==> config.mk <==
export PLATFORM = sky130hd
export DESIGN_NAME = seq_mul_unit
export DESIGN_NICKNAME = d
export VERILOG_FILES = /design/src/rtl/seq_mul_pkg.sv /design/src/rtl/mul_adder.sv /design/src/rtl/seq_mul_unit.sv
export SDC_FILE = /design/constraint.sdc
export NUM_CORES = 1
export LEC_CHECK = 0
export ABC_CLOCK_PERIOD_IN_PS = 6100
export CAP_MARGIN = 20
export CORE_ASPECT_RATIO = 1.5
export CORE_MARGIN = 2
export CORE_UTILIZATION = 64
export CTS_BUF_LIST = sky130_fd_sc_hd__clkbuf_8
export CTS_CLUSTER_DIAMETER = 200
export DETAILED_ROUTE_END_ITERATION = 7
export PLACE_DENSITY_LB_ADDON = 0.1
export REMOVE_ABC_BUFFERS = 1
export SYNTH_ARGS = -nofsm -noshare
export SYNTH_HDL_FRONTEND = slang
export SYNTH_SLANG_ARGS = --single-unit
==> constraint.sdc <==
create_clock -name clk -period 6.1 [get_ports clk]
set_clock_uncertainty 0.2 [all_clocks]
set_input_delay 1.525 -clock clk [delete_from_list [all_inputs] [get_ports clk]]
set_output_delay 1.525 -clock clk [all_outputs]
set_load 0.02 [all_outputs]
==> src/rtl/seq_mul_pkg.sv <==
// Shared types and constants for the sequential shift-and-add multiplier.
package seq_mul_pkg;

    // Default operand width and the matching product width.
    localparam int DEF_WIDTH = 32;
    localparam int PWIDTH    = 2 * DEF_WIDTH;

    // Control states: waiting for a request, iterating, presenting the result.
    typedef enum logic [1:0] {
        IDLE = 2'd0,
        CALC = 2'd1,
        DONE = 2'd2
    } state_t;

endpackage

==> src/rtl/mul_adder.sv <==
// Combinational full-width adder for the multiplier accumulator.
// The accumulator never exceeds the product width, so the carry-out is dropped.
module mul_adder #(
    parameter int W = 64
) (
    input  logic [W-1:0] a_i,
    input  logic [W-1:0] b_i,
    output logic [W-1:0] sum_o
);

    assign sum_o = a_i + b_i;

endmodule

==> src/rtl/seq_mul_unit.sv <==
// Sequential unsigned multiplier: one multiplier bit is consumed per clock,
// adding the shifted multiplicand into the accumulator when that bit is set.
// Optional macro SEQ_MUL_EARLY_EXIT_EN: finish as soon as no set multiplier
// bits remain, instead of always running WIDTH iterations.
module seq_mul_unit
    import seq_mul_pkg::*;
#(
    parameter int WIDTH = DEF_WIDTH
) (
    input  logic                 clk,
    input  logic                 rst_n,
    input  logic                 start,
    input  logic [WIDTH-1:0]     a,
    input  logic [WIDTH-1:0]     b,
    output logic                 busy,
    output logic                 done,
    output logic [2*WIDTH-1:0]   product
);

    localparam int PW = 2 * WIDTH;
    localparam int CW = $clog2(WIDTH);
    localparam logic [CW-1:0] LAST = CW'(WIDTH - 1);

    state_t          state_q;
    logic [PW-1:0]   acc_q;
    logic [PW-1:0]   mcand_q;
    logic [WIDTH-1:0] mplier_q;
    logic [CW-1:0]   count_q;
    logic            busy_q;
    logic            done_q;
    logic [PW-1:0]   product_q;

    logic [PW-1:0]   sum;
    logic [PW-1:0]   acc_d;
    logic [PW-1:0]   mcand_d;
    logic [WIDTH-1:0] mplier_d;
    logic [CW-1:0]   count_d;
    logic            last_step;

    mul_adder #(
        .W (PW)
    ) u_adder (
        .a_i   (acc_q),
        .b_i   (mcand_q),
        .sum_o (sum)
    );

    // Next values for one shift-and-add iteration and the exit decision.
    always_comb begin
        acc_d    = mplier_q[0] ? sum : acc_q;
        mcand_d  = mcand_q << 1;
        mplier_d = mplier_q >> 1;
        count_d  = count_q + 1'b1;
`ifdef SEQ_MUL_EARLY_EXIT_EN
        last_step = (count_q == LAST) || (mplier_d == '0);
`else
        last_step = (count_q == LAST);
`endif
    end

    // Control FSM with registered handshake outputs and the datapath registers.
    always_ff @(posedge clk or negedge rst_n) begin
        if (!rst_n) begin
            state_q   <= IDLE;
            acc_q     <= '0;
            mcand_q   <= '0;
            mplier_q  <= '0;
            count_q   <= '0;
            busy_q    <= 1'b0;
            done_q    <= 1'b0;
            product_q <= '0;
        end else begin
            case (state_q)
                IDLE: begin
                    if (start) begin
                        acc_q    <= '0;
                        mcand_q  <= {{WIDTH{1'b0}}, a};
                        mplier_q <= b;
                        count_q  <= '0;
                        busy_q   <= 1'b1;
                        state_q  <= CALC;
                    end
                end
                CALC: begin
                    acc_q    <= acc_d;
                    mcand_q  <= mcand_d;
                    mplier_q <= mplier_d;
                    count_q  <= count_d;
                    if (last_step) begin
                        product_q <= acc_d;
                        done_q    <= 1'b1;
                        state_q   <= DONE;
                    end
                end
                DONE: begin
                    done_q  <= 1'b0;
                    busy_q  <= 1'b0;
                    state_q <= IDLE;
                end
                default: begin
                    done_q  <= 1'b0;
                    busy_q  <= 1'b0;
                    state_q <= IDLE;
                end
            endcase
        end
    end

    assign busy    = busy_q;
    assign done    = done_q;
    assign product = product_q;

endmodule

==> flow_summary.toml <==
[placed_design]
dp_hpwl_um = 22800
buffer_ports.inserted = 132
routabilityCongestion = 0.978

[synth]
ys_async_sr_fraction = 1.00
synth_edf_count = 0
synth_simple_gate_area_share = 0.113
postSynthAreaPerCell_sq_um = 9.48
ys_types = 62
synth_compound_gate_area_share = 0.264
synth_top_family_by_area = "compound AO/OA/AOI/OAI gates"
post-synth-top-area-cell = "dfrtp_1"
synth-main-ff-cell = "dfrtp_1"
synth.area.top_cells = "dfrtp_1 44%, o21ai_0 6.3%, ha_1 6.2%"
synth_top_area_share = 0.443
ys_ff_latch = 233
commonest_cells_in_the_synthesized_netlist = "233 x dfrtp_1, 196 x nand2_1, 167 x o21ai_0"
synth.most_common_cell = "dfrtp_1"
yosys-mux-area-fraction = 0.0412
synth-xor-area-share = 0.0413
synthAdderAreaFrac = 0.0633
netlist_area_sq_mm = 0.0132
ys_warn_count = 0
ys_seq_area_frac = 0.443
synthesis.instances = 1388

[timing]
max-slew-margin-rel = 0.388
setup_total_negative_slack_ns = 0
period_needed_ns = 3.84
slew_of_the_pin_with_the_lowest_slew_margin_ns = 0.918
period_share = 0.630
finalSetupViolations = 0
final-hold-violation-count = 0
max_freq_ghz = 0.260
grt_setup_unrepaired = "false"
report.final.slew_viol_count = 0

[power]
p_switching_uw = 3440
relative_contribution_of_sequential_cells_to_total_power = 0.324
power_uw = 7910
clock_share_of_power = 0.173
static-leakage-power_uw = 0.00693
power_frac_comb = 0.504
internal_power_uw = 4470
irDropWorstVdd_mv = 0.367
net_switching_share_of_the_total_power = 0.435
total_power_divided_by_cell_area_mw_per_mm2 = 515

[job]
max_cap_viol_count = 0

[routing]
vias = 11100
drt-pass1-iter-count = 8
routed_wirelength_um = 33200
antenna_violating_nets_post_route = 0
detail_route.drc_violations = 0
detailedRoute.firstIterationViolations = 695
average_routed_wire_per_standard_cell_um = 18.8
vias_per_cell = 6.29

[floorplanning]
ioPinCount = 133
std_cell_rows = 64
design.core.area_sq_mm = 0.0203
floorplan.initialDensity = 0.650
dieArea_sq_mm = 0.0218
die_w_um = 121
y_dimension_of_the_die_um = 180

[clock_network]
clk_root_buffer_cell = "clkbuf_8"
cts_hold_repair.buffers = 0
post-cts-setup-buffer-count = 0
tritoncts_num_sinks = 233
cts-root-to-sink-buffers = 3
clkSlewWorstSetupHoldPaths_ns = 0.07
count_of_h_tree_levels_built_during_cts = 2
cts_tree = "built"
worstSkewPairLatency_ns = 0.56
post_cts.resized_instances = 0
cts_made_buffers = 36

[final_layout]
nFillCells = 1487
layout_cell_share_with_drive_strength_beyond_1 = 0.0686
finish.net_count = 1607
num_antenna_cells = 0
areaGrowthSynthToFinish_pct = 16.7

[worst_setup_path]
critical_path_required_ns = 6.37
critical_path.endpoint_type = "register"
crit_type = "register to register"
cp-start-kind = "register"
critical_path.max_fanout = 5
worst_ep_arrival_time_ns = 4.12

[hold_path]
path_class_of_the_lowest_slack_min_delay_path = "register to register"

[global_route]
grt_max_degree = 120
first_global_vias = 11500
grt_util_all_layers = 0.310
gr-total-overflow = 0
antenna_found_initial = 0
global_route_wire_length_before_repair_um = 55000

[run_status]
outcome = "complete, no violations"
metrics by stage:
step	worst slack, ns	hold WS [ns]	std cells	util	instance area [sq um]
floorplan	-1.11	0.250	1290	-	12800
global placement	2.26	0.259	1700	0.721	14600
detailed placement	2.14	0.270	1700	0.721	14600
CTS	2.31	0.284	1765	0.758	15400
global route	2.09	0.313	1765	0.758	15400
finish	2.26	0.275	1765	0.758	15400
flip-flops by register name, indices dropped and copies added, names as in the netlist:
| signal | cells |
|---|---|
| done | 1 |
| mplier_q | 32 |
| count_q | 5 |
| acc_q | 64 |
| state_q | 2 |
| mcand_q | 64 |
| busy | 1 |
| product | 64 |
power groups by stage:
stage	clock network, uW	logic, uW	registers (uW)
6_report	1370	3980	2560
5_1_grt	1450	4360	2630
4_1_cts	1390	3970	2560
2_1_floorplan	0	2640	2680
3_5_place_dp	0	3940	2580
3_3_place_gp	0	3840	2560
cell usage in the layout, fill, tap and decap left out, types with 4 or more instances in the layout:
cell type          n
dfrtp_1          230
nand2_1          195
o21ai_0          167
clkdlybuf4s50_1  131
a21oi_1           84
a22o_1            82
ha_1              65
a22oi_1           61
nor2_1            55
mux2i_1           53
clkbuf_8          46
xnor2_1           35
a21o_1            34
inv_1             30
xor2_1            27
nand4_1           23
o21bai_1          15
buf_4             13
nand3_1           12
o21ai_1           10
nor3_1             8
o31ai_1            8
nand2b_1           7
nor4_1             7
a21boi_0           6
nor3b_1            6
a211oi_1           5
and3_1             4
a221o_1            4
o21a_1             4
o221a_2            4
a31oi_1            4
nor2b_1            4
and2_1             4
or3_1              4
logic make-up (layout without fill, tap and decap cells):
group	count (synthesis)	count (layout)
compound gates	515	515
xor+xnor	62	62
fa+ha+maj	66	66
buf+inv	118	231
flops	233	233
mux	54	54
simple gates	340	340
final cells by class:
cell class,count,area (sq um),area share
sequential,233,5840,0.380
clock buffer,46,633,0.0412
tap,264,330,0.0215
inverter,20,75.1,0.00489
timing repair buffer,146,1440,0.0940
multi-input combinational,1037,6920,0.451
clock inverter,19,124,0.00806
worst max-delay path: stages (launching register included):
cell,delay (ns)
dfrtp_1,0.40
ha_1,0.39
a21o_1,0.20
a21oi_1,0.26
a211oi_2,0.16
o31a_2,0.33
o31ai_2,0.42
nand2_1,0.18
a31oi_1,0.49
o31ai_1,0.17
xor2_1,0.24
mux2i_1,0.14
a21oi_1,0.18
routing by layer:
layer  track usage  vias up  share of wire
li1              -     5245              -
met3        0.0533      120          0.053
met4         0.166        0          0.055
met5             0        -              0
met1         0.353     5400           0.38
met2         0.547      343           0.51
final timing paths:
path | from | to | slack (ns) | cells after the start
max in group asynchronous | rst_n | acc_q[51] | 3.82 | 2
max reg2reg | acc_q[3] | product[59] | 2.26 | 12
max | acc_q[3] | product[59] | 2.26 | 12
min reg2reg | product[45] | product[45] | 0.27 | 2
min | product[45] | product[45] | 0.27 | 2
min in group asynchronous | rst_n | product[5] | 0.87 | 1
(Power assumes the default switching activity.)
